### config.mk
export PLATFORM = sky130hd
export DESIGN_NAME = aludec_pipe
export DESIGN_NICKNAME = d
export VERILOG_FILES = /design/src/rtl/aludec_pipe.sv
export SDC_FILE = /design/constraint.sdc
export NUM_CORES = 1
export LEC_CHECK = 0
export ABC_AREA = 1
export CAP_MARGIN = 20
export CORE_ASPECT_RATIO = 0.75
export CORE_UTILIZATION = 40
export DETAILED_ROUTE_END_ITERATION = 8
export PLACE_DENSITY = 0.69
export SETUP_SLACK_MARGIN = 0.15
export SYNTH_ARGS = -nofsm -noshare
export SYNTH_HDL_FRONTEND = slang
export SYNTH_SLANG_ARGS = --single-unit
### constraint.sdc
create_clock -name clk -period 1.36 [get_ports clk]
set_input_delay 0.272 -clock clk [delete_from_list [all_inputs] [get_ports clk]]
set_output_delay 0.272 -clock clk [all_outputs]
set_load 0.005 [all_outputs]
### src/rtl/aludec_pipe.sv
// Registered ALU control decoder with valid/ready handshake.
// Sequences DIV as DIV_STEPS beats and flags illegal encodings.
module aludec_pipe #(
  parameter int OPW       = 4,
  parameter int CTRLW     = 4,
  parameter int DIV_STEPS = 4
) (
  input  logic             clk,
  input  logic             reset_n,
  input  logic             flush,
  input  logic             in_valid,
  output logic             in_ready,
  input  logic [OPW-1:0]   op,
  input  logic [1:0]       aluop,
  output logic             out_valid,
  input  logic             out_ready,
  output logic [CTRLW-1:0] alucontrol,
  output logic [3:0]       div_step,
  output logic             div_last,
  output logic             illegal
);

  localparam logic [3:0] OP_AND   = 4'd0;
  localparam logic [3:0] OP_OR    = 4'd1;
  localparam logic [3:0] OP_NOR   = 4'd2;
  localparam logic [3:0] OP_ADD   = 4'd3;
  localparam logic [3:0] OP_SUB   = 4'd4;
  localparam logic [3:0] OP_MOVZ  = 4'd5;
  localparam logic [3:0] OP_LSL   = 4'd6;
  localparam logic [3:0] OP_LSR   = 4'd7;
  localparam logic [3:0] OP_DIV   = 4'd8;
  localparam logic [3:0] OP_SLT   = 4'd9;
  localparam logic [3:0] OP_LOAD  = 4'd10;
  localparam logic [3:0] OP_STORE = 4'd11;
  localparam logic [3:0] OP_ADDI  = 4'd12;
  localparam logic [3:0] OP_SUBI  = 4'd13;

  localparam logic [3:0] C_ADD  = 4'b0000;
  localparam logic [3:0] C_SUB  = 4'b0001;
  localparam logic [3:0] C_AND  = 4'b0010;
  localparam logic [3:0] C_OR   = 4'b0011;
  localparam logic [3:0] C_MOVZ = 4'b0100;
  localparam logic [3:0] C_DIV  = 4'b0101;
  localparam logic [3:0] C_SLT  = 4'b0110;
  localparam logic [3:0] C_NOR  = 4'b0111;
  localparam logic [3:0] C_LSL  = 4'b1000;
  localparam logic [3:0] C_LSR  = 4'b1001;

  localparam logic [3:0] LAST = 4'(DIV_STEPS - 1);

  logic [31:0] opx;
  logic        op_hi;
  logic [3:0]  op_lo;
  logic [3:0]  dec_ctrl;
  logic        dec_ill;
  logic        dec_div;
  logic        accept;
  logic        div_active;

  // Opcodes wider than 4 bits are illegal whenever any upper bit is set.
  assign opx   = 32'(op);
  assign op_hi = |opx[31:4];
  assign op_lo = opx[3:0];

  always_comb begin
    dec_ctrl = C_ADD;
    dec_ill  = 1'b0;
    dec_div  = 1'b0;
    unique case (aluop)
      2'b00: begin
        if (!op_hi && (op_lo == OP_LOAD ||
                       op_lo == OP_STORE ||
                       op_lo == OP_ADDI)) begin
          dec_ctrl = C_ADD;
        end else if (!op_hi && op_lo == OP_SUBI) begin
          dec_ctrl = C_SUB;
        end else begin
          dec_ctrl = 4'b0000;
          dec_ill  = 1'b1;
        end
      end
      2'b01: dec_ctrl = C_SUB;
      2'b10: begin
        if (op_hi) begin
          dec_ctrl = 4'b0000;
          dec_ill  = 1'b1;
        end else begin
          case (op_lo)
            OP_AND:  dec_ctrl = C_AND;
            OP_OR:   dec_ctrl = C_OR;
            OP_NOR:  dec_ctrl = C_NOR;
            OP_ADD:  dec_ctrl = C_ADD;
            OP_SUB:  dec_ctrl = C_SUB;
            OP_MOVZ: dec_ctrl = C_MOVZ;
            OP_LSL:  dec_ctrl = C_LSL;
            OP_LSR:  dec_ctrl = C_LSR;
            OP_SLT:  dec_ctrl = C_SLT;
            OP_DIV: begin
              dec_ctrl = C_DIV;
              dec_div  = 1'b1;
            end
            default: begin
              dec_ctrl = 4'b0000;
              dec_ill  = 1'b1;
            end
          endcase
        end
      end
      default: begin
        dec_ctrl = 4'b0000;
        dec_ill  = 1'b1;
      end
    endcase
  end

  assign in_ready = !flush &&
                    (!out_valid || (out_ready && div_last));
  assign accept   = in_valid && in_ready;

  always_ff @(posedge clk or negedge reset_n) begin
    if (!reset_n) begin
      out_valid  <= 1'b0;
      alucontrol <= '0;
      div_step   <= '0;
      div_last   <= 1'b0;
      illegal    <= 1'b0;
      div_active <= 1'b0;
    end else if (flush) begin
      out_valid  <= 1'b0;
      div_active <= 1'b0;
      div_step   <= '0;
      div_last   <= 1'b0;
      illegal    <= 1'b0;
    end else if (accept) begin
      out_valid  <= 1'b1;
      alucontrol <= CTRLW'(dec_ctrl);
      div_step   <= '0;
      div_last   <= !dec_div || (LAST == 4'd0);
      illegal    <= dec_ill;
      div_active <= dec_div;
    end else if (out_valid && out_ready) begin
      if (div_active && !div_last) begin
        div_step <= div_step + 4'd1;
        div_last <= (div_step + 4'd1) == LAST;
      end else begin
        out_valid  <= 1'b0;
        div_active <= 1'b0;
        div_step   <= '0;
      end
    end
  end

endmodule

==> summary.md, run 1 <==
## Power
* 0.000733 uW — Leak Pwr
* 626 nW/um^2 — pwr dens
* 0.628 mV — worst-case vdd ir drop

## Detailed routing
* 0 — DR DRC count
* 49 — iteration-0 DRC count of the detailed router
* 5.36 — Vias/cell
* 1051 — vias after detailed routing
* 15.8 microns — routed wire length per instance
* 3090 microns — wirelength, routed
* 0 — Post-DRT Antenna Nets
* 4 — detailed-router iteration count before antenna repair

## CTS
* 1 — level count of the clock H-tree
* 3 — CTS Buf Count
* 0 — # hold bufs at CTS
* 0.07 ns — clock-pin slew on the worst setup and hold paths
* sky130_fd_sc_hd__clkbuf_4 — clock root buffer
* 2 — maximum clock insertion buffer count
* built — clock tree from TritonCTS
* 12 — Sink Count
* 0.27 ns — clock network latency to the later pin of the worst-skew pair

## Floorplanning
* 41.0 microns — height of the chip
* 44.5% — starting utilization of the core area
* 23 — number of ports placed on the die boundary
* 2210 sq um — Die Outline Area
* 13 — cell row count
* 1820 sq um — placeable core region
* 54.0 microns — horizontal extent of the die

## Critical path
* flop — nature of the critical path startpoint
* 1.17 ns — arrival time of the worst setup path
* reg -> out — type of the setup path with the least slack
* 2 — maximum fanout encountered on the critical timing path
* sky130_fd_sc_hd__dfrtp_1 — slowest cell on the critical path
* buf_4 > a21oi_2 > buf_2 — cells along the critical path
* 1.09 ns — critical path data required time
* output port — Critical Path Sink Type
* 0.41 ns — longest individual stage delay on the worst path

## Timing
* true — unrepaired setup endpoints after global routing
* 0 — final max-slew violation count
* -0.0828 ns — Final WS setup
* 0 — Fin. Hold Viols
* 0.306 ns — final hold slack
* 0.00192 ns — worst clock skew on the final layout
* 106% — period utilization
* 1.44 ns — final period demand of the worst path
* 693 MHz — maximum clock frequency
* 77.8% — headroom to the max-slew limit
* 3 — setup violation total in the final timing report
* 0.330 ns — slew at the pin closest to its max-slew limit

## Logic synthesis
* sky130_fd_sc_hd__nand2_1 — most frequent cell after synthesis
* 12 — synthesis-stage register bit count
* sky130_fd_sc_hd__dfrtp_1 (37%), sky130_fd_sc_hd__nand2_1 (16%), sky130_fd_sc_hd__nand3_1 (7.4%) — synth top area cells
* 127 — net count of the mapped netlist
* 114 — Cells after Synth
* 0 — EDFF count, synth
* 811 sq um — post-synthesis instance area
* 0 — Yosys warnings
* sky130_fd_sc_hd__nand2_1 (35), sky130_fd_sc_hd__inv_1 (14), sky130_fd_sc_hd__dfrtp_1 (12), sky130_fd_sc_hd__nand3_1 (12), sky130_fd_sc_hd__nor2_1 (10) — top cells by count, synth
* 37.0% — portion of synthesized cell area occupied by the leading cell type
* 21 — distinct cell type count of the synthesized netlist
* 7.11 sq um — per-instance average area after synthesis
* 100% — fraction of synthesis flops using an asynchronous set or reset pin
* sky130_fd_sc_hd__dfrtp_1 — dominant cell type by area after synthesis
* sky130_fd_sc_hd__dfrtp_1 — dominant register cell in the synthesized netlist
* 37.0% — sequential share of the synthesized area

## Global routing
* 0 — leftover overflow at the end of global routing
* 4180 microns — wire length of the first global-routing pass
* 909 — vias in the first global route
* 13 — largest net degree at the start of global routing
* 0 — initial antenna violation count
* 28.9% — total routing usage reported by global routing

## Place
* 0.822 — Routability Congestion
* 1170 sq um — Placed Instance Area
* 1600 microns — sum of net half-perimeters after detailed placement
* 22 — number of port buffers

## Finish
* 1460 sq um — area of all placed cells without fillers
* 80.4% — relative area change from synthesis to final layout
* 189 — Total Nets Final
* 80.3% — share of the core filled with cells in the final layout
* 0 — ANT cells
* 43.7% — fraction of final layout cells sized beyond drive strength 1

## Run status
* finished with violations — status
* setup timing — failing checks

## Hold path
* in -> async — class of the tightest hold or removal check

## Job
* 0 — maximum capacitance violations

-- final cells by class --
cell class	count	area, sq um
inverter	15	56.3
sequential	12	300
tap	22	27.5
fill	117	359
timing repair buffer	58	518
multi-input combinational	86	538
clock buffer	3	22.5
-- power breakdown --
part           internal (uW)  switching (uW)  total (uW)
Clock                    103             108         210
Combinational            164             157         321
Sequential               373            11.3         384
-- path summary, 6_finish.rpt --
kind	end	depth (start not counted)	slack, ns	startpoint
hold reg to reg	alucontrol[3]$_DFFE_PN0P_	2	0.52	alucontrol[3]$_DFFE_PN0P_
max in group asynchronous	out_valid$_DFFE_PN0P_	2	0.89	reset_n
min in group clk	div_active$_DFFE_PN0P_	4	0.43	op[2]
setup / recovery	in_ready	3	-0.08	out_valid$_DFFE_PN0P_
hold / removal	alucontrol[3]$_DFFE_PN0P_	2	0.31	reset_n
setup reg to reg	div_step[1]$_DFFE_PN0P_	9	-0.02	div_last$_DFFE_PN0P_
-- critical path: cells and delay by family, from the launching register on --
kind	cells	cell delay, ns
AO/OA/AOI/OAI	1	0.17
buffers and inverters	2	0.32
flip-flops	1	0.41
-- cells by family (layout without fill, tap and decap cells) --
logic type,count (synthesis),count (layout),share of synthesized area [%]
AND/OR/NAND/NOR,69,69,39.7
AO/OA/AOI/OAI,15,15,11.9
buffers and inverters,16,76,8.33
flip-flops,12,12,37.0
adder cells (fa/ha/maj),2,2,3.09
-- layout by cell type, fill, tap and decap left out, types with 4 or more instances in the layout --
| cell type | synthesis | final |
|---|---|---|
| sky130_fd_sc_hd__buf_4 | 0 | 24 |
| sky130_fd_sc_hd__buf_6 | 1 | 13 |
| sky130_fd_sc_hd__clkdlybuf4s15_1 | 0 | 7 |
| sky130_fd_sc_hd__clkdlybuf4s50_1 | 0 | 8 |
| sky130_fd_sc_hd__dfrtp_1 | 12 | 12 |
| sky130_fd_sc_hd__inv_1 | 14 | 11 |
| sky130_fd_sc_hd__inv_2 | 1 | 4 |
| sky130_fd_sc_hd__nand2_1 | 35 | 27 |
| sky130_fd_sc_hd__nand2_2 | 3 | 8 |
| sky130_fd_sc_hd__nand2_4 | 1 | 4 |
| sky130_fd_sc_hd__nand3_1 | 12 | 9 |
| sky130_fd_sc_hd__nand4_1 | 4 | 4 |
| sky130_fd_sc_hd__nor2_1 | 10 | 8 |
-- per-layer routing --
layer | global-route usage, % | wire length, microns | vias up
met3 | 8.89 | 223 | 4
met1 | 33.0 | 1270 | 508
met4 | 9.62 | 42 | 0
li1 | - | - | 495
met5 | 0 | 0 | -
met2 | 52.5 | 1550 | 44
-- what timing repair did --
action | CTS | global route
setup endpoints to repair | 23 | 24
resized for setup | 54 | 24
pin swaps | 9 | 8
setup buffers | 14 | 5
-- state kept, by name, indices dropped and copies added, names as in the netlist --
name / cells
div_step: 4
alucontrol: 4
div_active: 1
illegal: 1
out_valid: 1
div_last: 1
-- through the flow --
step | power [uW] | TNS [ns] | worst slack, ns | instances
global placement | 616 | -3.02 | -0.428 | 174
global route | 960 | -0.414 | -0.119 | 196
CTS | 870 | 0 | 0.0213 | 191
floorplan | 482 | 0 | 0.221 | 114
detailed placement | 619 | -3.15 | -0.437 | 174
finish | 915 | -0.113 | -0.0828 | 196
(Power assumes the default switching activity.)
==> run 2, diff against run 1 <==
Settings changed: GPL_ROUTABILITY_DRIVEN set to 0.
==> results of run 2 <==
Same layout as run 1: the final DEF is identical, and so are final timing and power.
==> run 3, diff against run 2 <==
Settings changed: CORE_ASPECT_RATIO 0.75 to unset.
==> run 3 against run 2 <==
The run still ends with setup timing left. Sequential share of layout area down 0.38 points. Non-clock buffer count up 3. Critical path depth up 4. Cell count up 3.6%. Highest routed layer unchanged.
==> summary.md, run 3 (synthesis results as in run 1) <==
## Timing
* true — unrepaired setup endpoints after global routing
* 78.5% — headroom to the max-slew limit
* 0 — final max-slew violation count
* -0.0862 ns — setup TNS after final layout
* 102% — period utilization
* 0.00143 ns — worst clock skew on the final layout
* 0 — Fin. Hold Viols
* 0.318 ns — slew at the pin closest to its max-slew limit
* 720 MHz — maximum clock frequency
* 6 — setup violation total in the final timing report
* 1.39 ns — final period demand of the worst path
* 0.285 ns — final hold slack
* -0.0285 ns — Final WS setup

## Floorplanning
* 44.5% — starting utilization of the core area
* 23 — number of ports placed on the die boundary
* 1820 sq um — placeable core region
* 47.0 microns — horizontal extent of the die
* 15 — cell row count
* 2210 sq um — Die Outline Area
* 47.0 microns — height of the chip

## Detailed routing
* 1350 microns — Detail Route met2 WL
* met4 — topmost layer with routed signal wires
* 0 — Post-DRT Antenna Nets
* 1080 microns — met1 WL
* 4 — detailed-router iteration count before antenna repair
* 66 microns — sum of met3 wire segment lengths after detailed routing
* 1009 — vias after detailed routing
* 4.97 — Vias/cell
* 12.4 microns — routed wire length per instance
* 2520 microns — wirelength, routed
* 0 — DR DRC count
* 11 — iteration-0 DRC count of the detailed router

## Critical path
* 1.53 ns — critical path data required time
* primary input — nature of the critical path startpoint
* in -> reg — type of the setup path with the least slack
* flop — Critical Path Sink Type
* 1.56 ns — arrival time of the worst setup path
* 7 — maximum fanout encountered on the critical timing path

## Finish
* 0 — ANT cells
* 108 — fillcell total
* 300 sq um — register area
* 529 sq um — multi-input combinational cell area
* 192 — Total Nets Final
* sky130_fd_sc_hd__buf_4 (31), sky130_fd_sc_hd__nand2_1 (29), sky130_fd_sc_hd__dfrtp_1 (12) — commonest cells after routing, fill and taps aside
* alucontrol x4, div_step x4 — top flop regs
* 83.8% — relative area change from synthesis to final layout
* 41.0% — fraction of final layout cells sized beyond drive strength 1
* sky130_fd_sc_hd__buf_4 — most common cell after layout, fill and taps aside
* 1490 sq um — area of all placed cells without fillers

## Global routing
* 0 — initial antenna violation count
* 869 — vias in the first global route
* 13 — largest net degree at the start of global routing
* 0 — leftover overflow at the end of global routing
* 23.7% — total routing usage reported by global routing
* 3640 microns — wire length of the first global-routing pass

## CTS
* 0.09 ns — clock-pin slew on the worst setup and hold paths
* built — clock tree from TritonCTS
* sky130_fd_sc_hd__clkbuf_4 — clock root buffer
* 1 — level count of the clock H-tree
* 3 — CTS Buf Count
* 0 — # hold bufs at CTS
* 0.28 ns — clock network latency to the later pin of the worst-skew pair
* 12 — Sink Count
* 2 — maximum clock insertion buffer count

## Hold path
* in -> async — class of the tightest hold or removal check

## Run status
* finished with violations — status
* setup timing — failing checks

## Power
* 0.610 mV — worst-case vdd ir drop
* 0.000750 uW — Leak Pwr
* 670 nW/um^2 — pwr dens
* 999 uW — Design Power

## Place
* 22 — number of port buffers
* 1190 sq um — Placed Instance Area
* 1480 microns — sum of net half-perimeters after detailed placement

## Job
* 0 — maximum capacitance violations

==> run 3: area by class of cell <==
cell class,count,share of cell area (%)
Inverter,15,3.78
Sequential cell,12,20.2
Tap cell,25,2.10
Multi-Input combinational cell,86,35.5
Clock buffer,4,2.43
Timing Repair Buffer,61,36.0
==> run 3: through the flow <==
stage	std cells	util [%]	setup WS, ns
floorplan	114	-	0.221
finish	203	81.9	-0.0285
global route	203	81.9	-0.0933
global placement	178	65.2	-0.468
CTS	199	76.0	-0.00504
detailed placement	178	65.2	-0.509
==> run 3: metal layers <==
metal | GRT usage, % | vias up
met1 | 28.8 | 477
met4 | 14.9 | 0
met5 | 0 | -
met3 | 2.31 | 4
li1 | - | 505
met2 | 40.3 | 23
==> run 3: worst max-delay path: stages <==
cell	delay [ns]
sky130_fd_sc_hd__clkdlybuf4s50_1	0.45
sky130_fd_sc_hd__buf_4	0.16
sky130_fd_sc_hd__inv_1	0.12
sky130_fd_sc_hd__nand3_4	0.17
sky130_fd_sc_hd__buf_6	0.19
sky130_fd_sc_hd__nand2_1	0.11
sky130_fd_sc_hd__o31ai_4	0.08
==> run 3: where the power goes <==
part / total [uW] / switching (uW) / leakage, uW / internal [uW]
clock network: 302 / 139 / 0.0000210 / 163
logic: 313 / 144 / 0.000565 / 169
registers: 383 / 10.8 / 0.000164 / 373
total: 999 / 295 / 0.000750 / 704
==> run 3: path summary, 6_finish.rpt <==
path	from	endpoint	slack [ns]	cells after the start
setup / recovery	flush	alucontrol[1]$_DFFE_PN0P_	-0.03	7
hold / removal	reset_n	div_last$_DFFE_PN0P_	0.28	2
setup reg to reg	div_last$_DFFE_PN0P_	illegal$_DFFE_PN0P_	-0.01	9
hold reg to reg	alucontrol[2]$_DFFE_PN0P_	alucontrol[2]$_DFFE_PN0P_	0.48	2
max in group asynchronous	reset_n	div_active$_DFFE_PN0P_	0.91	2
min in group clk	op[1]	div_active$_DFFE_PN0P_	0.41	4
==> run 3: timing repair <==
item	CTS	global route
setup buffers	17	4
pin swaps	4	4
gates resized for setup	40	30
setup endpoints to repair	22	23
